## config.mk

```make
export PLATFORM = sky130hd
export DESIGN_NAME = axi_wr_txn_sched_flat
export DESIGN_NICKNAME = d
export VERILOG_FILES = /design/src/rtl/axi_wr_txn_sched_if.sv /design/src/rtl/axi_wr_txn_sched.sv /design/src/flat_wrapper.sv
export SDC_FILE = /design/constraint.sdc
export NUM_CORES = 1
export LEC_CHECK = 0
export BUFFER_PORTS_ARGS = -buffer_cell sky130_fd_sc_hd__buf_2
export CAP_MARGIN = 5
export CORE_ASPECT_RATIO = 1.75
export CORE_MARGIN = 10
export CORE_UTILIZATION = 51
export DETAILED_ROUTE_END_ITERATION = 10
export PLACE_DENSITY = 0.84
export SLEW_MARGIN = 20
export SYNTH_ARGS = -nofsm -noshare
export SYNTH_HDL_FRONTEND = slang
export SYNTH_SLANG_ARGS = --single-unit
```

## constraint.sdc

```tcl
create_clock -name ACLK -period 5.5 [get_ports ACLK]
set_clock_uncertainty 0.15 [all_clocks]
set_input_delay 0.275 -clock ACLK [delete_from_list [all_inputs] [get_ports ACLK]]
set_output_delay 0.275 -clock ACLK [all_outputs]
set_load 0.05 [all_outputs]
```

## src/rtl/axi_wr_txn_sched_if.sv

```systemverilog
// Bus bundle for the four-master write-path scheduler: master-side AW/W/B
// qualifiers, slave-side ready/valid, and the scheduler's routing outputs.
interface axi_wr_txn_sched_if #(
  parameter int LEN_W = 8
);
  logic [3:0]         m_awvalid;
  logic [4*LEN_W-1:0] m_awlen;
  logic               s_awready;
  logic [3:0]         m_wvalid;
  logic [3:0]         m_wlast;
  logic               s_wready;
  logic               s_bvalid;
  logic [3:0]         m_bready;
  logic [3:0]         grant;
  logic               aw_en;
  logic               w_en;
  logic               b_en;
  logic [LEN_W-1:0]   beat_cnt;
  logic               wlast_err;
  logic               timeout;
  logic               busy;

  modport slave (
    input  m_awvalid, m_awlen, s_awready, m_wvalid, m_wlast, s_wready,
           s_bvalid, m_bready,
    output grant, aw_en, w_en, b_en, beat_cnt, wlast_err, timeout, busy
  );

  modport master (
    output m_awvalid, m_awlen, s_awready, m_wvalid, m_wlast, s_wready,
           s_bvalid, m_bready,
    input  grant, aw_en, w_en, b_en, beat_cnt, wlast_err, timeout, busy
  );
endinterface

```

## src/rtl/axi_wr_txn_sched.sv

```systemverilog
// Round-robin write-transaction scheduler: grants one of four masters the
// AW->W->B path for a whole burst, with per-phase idle timeout.
module axi_wr_txn_sched #(
  parameter int TIMEOUT_CYC = 1024,
  parameter int LEN_W       = 8
) (
  input  logic              ACLK,
  input  logic              ARESET,
  axi_wr_txn_sched_if.slave bus
);
  typedef enum logic [1:0] {S_IDLE, S_ADDR, S_DATA, S_RESP} state_t;
  localparam logic [15:0] TMAX = 16'(TIMEOUT_CYC - 1);

  state_t           r_state;
  logic [1:0]       r_owner;
  logic [1:0]       r_last_owner;
  logic [3:0]       r_grant;
  logic             r_aw_en;
  logic             r_w_en;
  logic             r_b_en;
  logic [LEN_W-1:0] r_len_q;
  logic [LEN_W-1:0] r_beat_cnt;
  logic [15:0]      r_timer;
  logic             r_wlast_err;
  logic             r_timeout;
  logic             r_busy;

  logic [1:0]       w_pick;
  logic [LEN_W-1:0] w_awlen;
  logic             w_final;
  logic             w_hs;
  logic             w_expire;

  // First requester at or after last+1, wrapping; last itself is tried last.
  function automatic logic [1:0] f_rr_pick(input logic [3:0] req,
                                           input logic [1:0] last);
    logic [1:0] idx;
    logic       found;
    f_rr_pick = 2'd0;
    found     = 1'b0;
    for (int k = 1; k <= 4; k++) begin
      idx = last + 2'(k);
      if (!found && req[idx]) begin
        f_rr_pick = idx;
        found     = 1'b1;
      end
    end
  endfunction

  assign w_pick   = f_rr_pick(bus.m_awvalid, r_last_owner);
  assign w_awlen  = bus.m_awlen[LEN_W*int'(r_owner) +: LEN_W];
  assign w_final  = (r_beat_cnt == r_len_q);
  assign w_expire = (r_timer == TMAX);

  always_comb begin
    w_hs = 1'b0;
    case (r_state)
      S_ADDR:  w_hs = bus.m_awvalid[r_owner] && bus.s_awready;
      S_DATA:  w_hs = bus.m_wvalid[r_owner] && bus.s_wready;
      S_RESP:  w_hs = bus.s_bvalid && bus.m_bready[r_owner];
      default: w_hs = 1'b0;
    endcase
  end

  always_ff @(posedge ACLK) begin
    if (ARESET) begin
      r_state      <= S_IDLE;
      r_owner      <= 2'd0;
      r_last_owner <= 2'd3;
      r_grant      <= 4'd0;
      r_aw_en      <= 1'b0;
      r_w_en       <= 1'b0;
      r_b_en       <= 1'b0;
      r_len_q      <= '0;
      r_beat_cnt   <= '0;
      r_timer      <= 16'd0;
      r_wlast_err  <= 1'b0;
      r_timeout    <= 1'b0;
      r_busy       <= 1'b0;
    end else begin
      r_wlast_err <= 1'b0;
      r_timeout   <= 1'b0;
      if (r_state == S_IDLE) begin
        if (|bus.m_awvalid) begin
          r_owner <= w_pick;
          r_grant <= 4'b0001 << w_pick;
          r_aw_en <= 1'b1;
          r_busy  <= 1'b1;
          r_timer <= 16'd0;
          r_state <= S_ADDR;
        end
      end else if (w_hs) begin
        // A handshake on the expiry edge wins over the abort below.
        r_timer <= 16'd0;
        case (r_state)
          S_ADDR: begin
            r_len_q    <= w_awlen;
            r_beat_cnt <= '0;
            r_aw_en    <= 1'b0;
            r_w_en     <= 1'b1;
            r_state    <= S_DATA;
          end
          S_DATA: begin
            r_wlast_err <= (bus.m_wlast[r_owner] != w_final);
            if (w_final) begin
              r_w_en  <= 1'b0;
              r_b_en  <= 1'b1;
              r_state <= S_RESP;
            end else begin
              r_beat_cnt <= r_beat_cnt + LEN_W'(1);
            end
          end
          S_RESP: begin
            r_last_owner <= r_owner;
            r_grant      <= 4'd0;
            r_b_en       <= 1'b0;
            r_busy       <= 1'b0;
            r_state      <= S_IDLE;
          end
          default: ;
        endcase
      end else if (w_expire) begin
        r_timeout    <= 1'b1;
        r_last_owner <= r_owner;
        r_grant      <= 4'd0;
        r_aw_en      <= 1'b0;
        r_w_en       <= 1'b0;
        r_b_en       <= 1'b0;
        r_busy       <= 1'b0;
        r_timer      <= 16'd0;
        r_state      <= S_IDLE;
      end else begin
        r_timer <= r_timer + 16'd1;
      end
    end
  end

  assign bus.grant     = r_grant;
  assign bus.aw_en     = r_aw_en;
  assign bus.w_en      = r_w_en;
  assign bus.b_en      = r_b_en;
  assign bus.beat_cnt  = r_beat_cnt;
  assign bus.wlast_err = r_wlast_err;
  assign bus.timeout   = r_timeout;
  assign bus.busy      = r_busy;
endmodule

```

## src/flat_wrapper.sv

```systemverilog
// flat-port wrapper written by rule: the top's interface ports become plain ports
module axi_wr_txn_sched_flat 
#(
  parameter int TIMEOUT_CYC = 1024,
  parameter int LEN_W       = 8
)
  (ACLK, ARESET, bus_m_awvalid, bus_m_awlen, bus_s_awready, bus_m_wvalid, bus_m_wlast, bus_s_wready, bus_s_bvalid, bus_m_bready, bus_grant, bus_aw_en, bus_w_en, bus_b_en, bus_beat_cnt, bus_wlast_err, bus_timeout, bus_busy);
  axi_wr_txn_sched_if #(.LEN_W(LEN_W)) bus_i ();
  input  logic ACLK;
  input  logic ARESET;
  input wire logic [$bits(bus_i.m_awvalid)-1:0] bus_m_awvalid;
  input wire logic [$bits(bus_i.m_awlen)-1:0] bus_m_awlen;
  input wire logic [$bits(bus_i.s_awready)-1:0] bus_s_awready;
  input wire logic [$bits(bus_i.m_wvalid)-1:0] bus_m_wvalid;
  input wire logic [$bits(bus_i.m_wlast)-1:0] bus_m_wlast;
  input wire logic [$bits(bus_i.s_wready)-1:0] bus_s_wready;
  input wire logic [$bits(bus_i.s_bvalid)-1:0] bus_s_bvalid;
  input wire logic [$bits(bus_i.m_bready)-1:0] bus_m_bready;
  output wire logic [$bits(bus_i.grant)-1:0] bus_grant;
  output wire logic [$bits(bus_i.aw_en)-1:0] bus_aw_en;
  output wire logic [$bits(bus_i.w_en)-1:0] bus_w_en;
  output wire logic [$bits(bus_i.b_en)-1:0] bus_b_en;
  output wire logic [$bits(bus_i.beat_cnt)-1:0] bus_beat_cnt;
  output wire logic [$bits(bus_i.wlast_err)-1:0] bus_wlast_err;
  output wire logic [$bits(bus_i.timeout)-1:0] bus_timeout;
  output wire logic [$bits(bus_i.busy)-1:0] bus_busy;
  assign bus_i.m_awvalid = bus_m_awvalid;
  assign bus_i.m_awlen = bus_m_awlen;
  assign bus_i.s_awready = bus_s_awready;
  assign bus_i.m_wvalid = bus_m_wvalid;
  assign bus_i.m_wlast = bus_m_wlast;
  assign bus_i.s_wready = bus_s_wready;
  assign bus_i.s_bvalid = bus_s_bvalid;
  assign bus_i.m_bready = bus_m_bready;
  assign bus_grant = bus_i.grant;
  assign bus_aw_en = bus_i.aw_en;
  assign bus_w_en = bus_i.w_en;
  assign bus_b_en = bus_i.b_en;
  assign bus_beat_cnt = bus_i.beat_cnt;
  assign bus_wlast_err = bus_i.wlast_err;
  assign bus_timeout = bus_i.timeout;
  assign bus_busy = bus_i.busy;
  axi_wr_txn_sched #(.TIMEOUT_CYC(TIMEOUT_CYC), .LEN_W(LEN_W)) u_core (.ACLK(ACLK), .ARESET(ARESET), .bus(bus_i));
endmodule
```

==> implementation parameters, run 1 <==
Parameter                              Value

Layout
  Layout-stage area growth over the synthesis result    15.8%
  Ratio of cells with drive above 1 in the final layout    24.3%
  Flip-flop and latch area    961 um^2
  Combined area of the multi-input logic cells    1980 um^2
  FILL cells    532
  Commonest cells after routing, fill and taps aside    buf_2 (70), dfxtp_1 (48), nand2_1 (38)
  Number of diodes added for antenna fixing    0
  Final-stage net count    463
  Final core utilization    60.2%
  Most frequent standard cell in the layout excluding fill and tap cells    buf_2

Critical path
  Endpoint kind of the worst setup timing path    flop
  Buf+Inv Stages, Crit Path    0
  Largest fanout on the critical path    17
  Cell family with the largest share of critical-path delay    simple AND/OR/NAND/NOR gates
  Endpoint arrival time on the critical path    3.31 ns
  Setup CP Type    reg2reg
  Critical Path Max Stage Delay    1.00 ns
  Cell breakdown of the critical path    mux2i_2 -> o32ai_4 -> nor4_4 -> nand2_1 -> o41ai_1
  Data required, critical path    5.55 ns
  Cell with the biggest individual delay on the critical path    dfxtp_1
  Critical Path Start Type    flop

STA
  Worst relative slew slack    32.3%
  Setup repair after global routing missed its margin    no
  Upper clock frequency limit    306 MHz
  Crit path setup slack, layout    2.24 ns
  Crit path time final    3.26 ns
  Transition at the pin with the smallest max-transition slack    1.01 ns
  Pins over their slew limit    0
  Fin Setup TNS    0 ns
  Ratio of final minimum period to clock period    59.3%
  Tightest hold margin    0.287 ns
  Hold Violations, Final    0
  Total setup violations reported at the end of the flow    0

Placement
  Routability congestion estimate from global placement    0.911
  Port buffer count    70
  HPWL after DPL    7.07 mm
  Setup Slack @ Placement    2.31 ns

Global routing
  Vias in the first global route    3008
  Global-route usage over all layers    18.5%
  GRT overflow    0
  Number of antenna violations at the first check in global routing    0
  Global-route wire length before repair    14.7 mm
  Largest net degree at the start of global routing    30

Flow run
  Reported max-cap violation count    0

Power and ir drop
  Switching pwr    0.000318 W
  Cell-internal power    0.000552 W
  Part of the power in registers    45.2%
  Combinational cell fraction of total power    29.5%
  Standby leakage power    1.28 nW
  Power Dens Cells    248 nW/um^2
  Worst VDD drop    148 uV
  Switching share of power    36.5%
  Pwr Total    0.000869 W
  Part of the power in the clock network    25.4%

Synth
  Mean area per synthesized cell    8.87 um^2
  Number of cells produced by synthesis    342
  Synthesized net count    403
  Area contributors post-synth    dfxtp_1 (32%), mux4_2 (6.7%), nand3_1 (4.8%)
  Dominant register cell in the synthesized netlist    dfxtp_1
  Share of async-settable or async-resettable flops after synthesis    0%
  Number of enable-type register cells in the synthesized netlist    0
  Unique masters post-synth    59
  Post-synthesis sequential area ratio    31.7%
  Area share of the largest cell type after synthesis    31.7%
  Yosys reg bits    48
  Warning count from the yosys run    0
  Dominant cell type by area after synthesis    dfxtp_1
  Combined area of all synthesized cells    3030 um^2

Drt
  Vias    3010
  Post-DR wirelength/cell    18.6 um
  Total wire length after detailed routing    8.93 mm
  Remaining DRCs    0
  Via density per instance    6.26
  Antenna-violating nets left    0
  Iteration-0 DRC Markers    204
  Iteration count of the initial detailed-routing pass    4

Worst hold path
  Hold Crit Class    in2reg

Floorplan
  Core region area    5830 um^2
  Boundary Pins    71
  Die ar.    9550 um^2
  Die W    78.3 um
  Standard-cell rows    37
  Initial cell density of the core    52.0%
  Die H    122 um

Outcome
  Outcome    finished, final reports clean

CTS
  TritonCTS clock tree    built
  Number of resized instances in the post-cts repair step    0
  Clock insertion delay at the later pin of the skew report    0.32 ns
  Total number of H-tree levels    2
  Number of buffers created by CTS    5
  Total of hold buffers inserted after clock tree synthesis    0
  Clock Tree Buf Depth    2
  Post-CTS repair timing setup buffer count    0
  Number of clock sinks    48
  Clock Tree Root    clkbuf_8
  Register clock-pin slew on the reported worst setup and hold paths    0.10 ns
-- final timing paths --
check / startpoint / end / slack, ns / cells past startpoint
max: u_core.r_owner[0] / u_core.r_timer[14] / 2.24 / 5
min: ARESET / u_core.r_owner[1] / 0.29 / 2
max reg2reg: u_core.r_owner[0] / u_core.r_timer[14] / 2.24 / 5
min reg2reg: u_core.bus.grant[1] / u_core.bus.grant[1] / 0.32 / 1
-- flip-flops by register name, summed over array words and instances, names as in the netlist, 2 cells and up --
signal               count
u_core.bus.beat_cnt      8
u_core.r_owner           2
u_core.r_last_owner      2
u_core.r_len_q           8
u_core.r_timer          16
u_core.bus.grant         4
u_core.r_state           2
-- per-stage QoR --
| stage | area (um^2) | cells |
|---|---|---|
| after floorplan | 3030 | 342 |
| after global placement | 3410 | 473 |
| after detailed placement | 3410 | 473 |
| after CTS | 3500 | 481 |
| after global routing | 3510 | 481 |
| final | 3510 | 481 |
-- cell type report --
class | instances | area share (%)
inverters | 9 | 0.962
well taps | 78 | 2.78
multi-input cells | 268 | 56.3
clock inverters | 3 | 0.677
clock buffers | 5 | 1.96
repair buffers | 70 | 9.98
flip-flops and latches | 48 | 27.4
-- metal layers --
metal  routed length, um  part of all wire (%)  vias to the layer above  GRT usage (%)
met4                 339                   3.8                        0           8.78
met5                   0                     0                        -              0
li1                    -                     -                     1452              -
met3                 460                   5.2                       27           3.69
met1                3180                    36                     1430           18.3
met2                4950                    55                      101           35.5
-- power groups by stage --
stage          clock network [W]  registers, W  logic [W]
2_1_floorplan                  0      0.000403   0.000185
3_3_place_gp                   0      0.000399   0.000248
3_5_place_dp                   0      0.000401   0.000254
4_1_cts                 0.000220      0.000393   0.000255
5_1_grt                 0.000232      0.000397   0.000278
6_report                0.000220      0.000393   0.000256
-- worst register-to-register path, delay by kind of cell, from the launching register on --
family	cells	cell delay, ns
AO/OA/AOI/OAI	2	0.59
multiplexers	1	0.40
AND/OR/NAND/NOR	2	1.01
flip-flops	1	1.00
-- cell families (layout without fill, tap and decap cells) --
family | count (synthesis) | after routing | synth area share (%)
AND/OR/NAND/NOR | 136 | 136 | 23.8
adder cells (fa/ha/maj) | 8 | 8 | 3.30
buffers and inverters | 26 | 87 | 3.59
XOR/XNOR | 13 | 13 | 3.75
flip-flops | 48 | 48 | 31.7
AO/OA/AOI/OAI | 89 | 89 | 22.5
multiplexers | 22 | 22 | 11.3
-- cell usage after synthesis, types with 3 or more instances --
master    count
mux2i_2       3
inv_1         9
nand4_1       8
nor4_1        6
or3_1         7
nand2_1      38
o22ai_1       3
nand3b_1      4
clkbuf_1     11
o31ai_1       8
o211ai_1      3
mux4_2        9
nor2_1       13
o21ai_0      10
a31oi_1       5
and4_1        3
a211oi_1      3
o41ai_1       3
nand2b_1      4
nor3_1        9
ha_1          8
xor2_1        3
nand3_1      29
buf_2         3
and3_1        3
xnor2_1      10
or4_1         5
mux2i_1      10
dfxtp_1      48
a21oi_1      22
Power figures use the tool's default switching activity.
==> inputs of run 2 (changes only) <==
==> constraint.sdc (replaced) <==
create_clock -name ACLK -period 3.1 [get_ports ACLK]
set_clock_uncertainty 0.15 [all_clocks]
set_input_delay 0.155 -clock ACLK [delete_from_list [all_inputs] [get_ports ACLK]]
set_output_delay 0.155 -clock ACLK [all_outputs]
set_load 0.05 [all_outputs]
==> implementation parameters, run 2 (same netlist as run 1, synthesis figures left out) <==
Parameter                              Value

Drt
  Total wire length after detailed routing    9.26 mm (+3.7%)
  Via density per instance    6.28 (+0.32%)
  Vias    3070 (+2.0%)
  Remaining DRCs    0 (unchanged)
  Iteration-0 DRC Markers    248 (+22%)
  Post-DR wirelength/cell    18.9 um (+2.0%)
  Antenna-violating nets left    0 (unchanged)
  Iteration count of the initial detailed-routing pass    5 (+1)

Layout
  Largest register by flop count    u_core.r_timer
  Ratio of cells with drive above 1 in the final layout    25.3% (+0.99 points)
  FILL cells    511 (-3.9%)
  Layout-stage area growth over the synthesis result    18.4%
  Number of diodes added for antenna fixing    0 (unchanged)
  Final std cell area, no fill    3590 um^2 (+2.3%)
  Commonest cells after routing, fill and taps aside    buf_2 (70), dfxtp_1 (48), nand2_1 (38)
  Most frequent standard cell in the layout excluding fill and tap cells    buf_2
  Flip-flop count of the largest register, all copies and words added    16 (unchanged)
  Final-stage net count    471 (+1.7%)

Power and ir drop
  Combinational cell fraction of total power    29.5% (about the same)
  Cell-internal power    0.00112 W (+100%)
  Standby leakage power    1.35 nW (+5.0%)
  Worst VDD drop    346 uV (+130%)
  Power Dens Cells    466 nW/um^2 (+88%)
  Pwr Total    0.00167 W (+92%)
  Part of the power in the clock network    29.7% (+4.3 points)
  Part of the power in registers    40.8% (-4.4 points)
  Switching pwr    0.000554 W (+74%)
  Switching share of power    33.1% (-3.4 points)

STA
  Upper clock frequency limit    358 MHz (+17%)
  Pins over their slew limit    0 (unchanged)
  Worst relative slew slack    48.5% (+16 points)
  Setup repair after global routing missed its margin    no
  Transition at the pin with the smallest max-transition slack    0.772 ns (-0.243 ns)
  Fin Setup TNS    0 ns (unchanged)
  Crit path time final    2.79 ns (-0.470 ns)
  Ratio of final minimum period to clock period    90.1% (+31 points)
  Total setup violations reported at the end of the flow    0 (unchanged)
  Tightest hold margin    0.152 ns (-0.134 ns)
  Hold Violations, Final    0 (unchanged)

CTS
  Number of clock sinks    48 (unchanged)
  Number of resized instances in the post-cts repair step    0 (unchanged)
  Register clock-pin slew on the reported worst setup and hold paths    0.09 ns (about the same)
  Clock Tree Buf Depth    2 (unchanged)
  Clock insertion delay at the later pin of the skew report    0.31 ns (about the same)
  Number of buffers created by CTS    5 (unchanged)
  Clock Tree Root    clkbuf_8
  Total of hold buffers inserted after clock tree synthesis    0 (unchanged)
  Total number of H-tree levels    2 (unchanged)
  Post-CTS repair timing setup buffer count    0 (unchanged)
  TritonCTS clock tree    built

Critical path
  Data required, critical path    3.19 ns (-2.36 ns)
  Slack of the worst reg-to-reg path    0.31 ns (-1.93 ns)
  Critical Path Start Type    flop
  R2r startpoint    u_core.r_state[1]
  Endpoint arrival time on the critical path    2.88 ns (-0.43 ns)
  R2R depth    7 (+2)
  End of the worst register-to-register path    u_core.bus.beat_cnt[7]
  Crit path from    u_core.r_state[1]
  Setup CP Type    reg2reg
  Largest fanout on the critical path    17 (unchanged)
  Critical Path End    u_core.bus.beat_cnt[7]
  Endpoint kind of the worst setup timing path    flop

Placement
  HPWL after DPL    7.40 mm (+4.6%)
  Routability congestion estimate from global placement    0.946 (+3.8%)
  Dpl cell area    3470 um^2 (+1.8%)
  Port buffer count    70 (unchanged)

Floorplan
  Boundary Pins    71 (unchanged)
  Die ar.    9550 um^2 (unchanged)
  Standard-cell rows    37 (unchanged)
  Initial cell density of the core    52.0% (unchanged)
  Die H    122 um (unchanged)
  Core region area    5830 um^2 (unchanged)
  Die W    78.3 um (unchanged)

Worst hold path
  Hold Crit Class    in2reg
  Worst min-delay path startpoint    ARESET

Global routing
  Largest net degree at the start of global routing    30 (unchanged)
  GRT overflow    0 (unchanged)
  Global-route wire length before repair    15.1 mm (+2.7%)
  Vias in the first global route    3197 (+6.3%)
  Global-route usage over all layers    19.2% (+0.62 points)
  Number of antenna violations at the first check in global routing    0 (unchanged)

Outcome
  Outcome    finished, final reports clean

Flow run
  Reported max-cap violation count    0 (unchanged)
-- run 2: cell types whose count changed in the layout (fill, tap and decap cells not counted), sizes merged --
cell,previous run,this run
clkbuf,5,7
bufinv,0,1
clkinvlp,2,0
clkinv,1,0
buf,70,78
-- run 2: layer usage --
| metal | global-route usage, % | share of wire [%] | vias to the layer above |
|---|---|---|---|
| met3 | 4.20 | 5.3 | 23 |
| li1 | - | - | 1456 |
| met4 | 8.78 | 2.8 | 0 |
| met1 | 17.4 | 35 | 1470 |
| met2 | 38.3 | 57 | 121 |
| met5 | 0 | 0 | - |
-- run 2: worst max-delay path, cell delays in order (launching register included) --
cell	delay, ns
dfxtp_1	0.37
inv_1	0.10
ha_1	0.39
nand2_1	0.19
o32ai_4	0.56
o31ai_4	0.24
or4_1	0.55
a21oi_1	0.17
-- run 2: worst min path at each step --
stage / endpoint / depth (start not counted)
2_1_floorplan: u_core.r_len_q[0] / 2
3_3_place_gp: u_core.bus.grant[1] / 1
3_5_place_dp: u_core.bus.grant[1] / 1
4_1_cts: u_core.r_owner[1] / 2
5_1_grt: u_core.r_owner[1] / 2
6_report: u_core.r_owner[1] / 2
-- run 2: through the flow --
stage | cells | setup WS, ns | util [%]
finish | 489 | 0.307 | 61.6
global route | 489 | 0.182 | 61.6
CTS | 489 | 0.344 | 61.6
detailed placement | 481 | 0.366 | 59.4
global placement | 481 | 0.519 | 59.4
floorplan | 342 | 0.646 | -
-- run 2: area by class of cell --
cell class	count	area, um^2	share of cell area, %
flip-flops and latches	48	961	26.8
clock buffers	7	96.3	2.68
inverters	9	33.8	0.940
clock inverters	1	30.0	0.836
well taps	78	97.6	2.72
multi-input cells	268	1960	54.6
repair buffers	78	410	11.4
-- run 2: power groups by stage --
stage / Clock, W / Sequential [W] / Combinational (W)
2_1_floorplan: 0 / 0.000716 / 0.000328
3_3_place_gp: 0 / 0.000693 / 0.000471
3_5_place_dp: 0 / 0.000696 / 0.000486
4_1_cts: 0.000502 / 0.000682 / 0.000487
5_1_grt: 0.000525 / 0.000688 / 0.000528
6_report: 0.000497 / 0.000682 / 0.000493
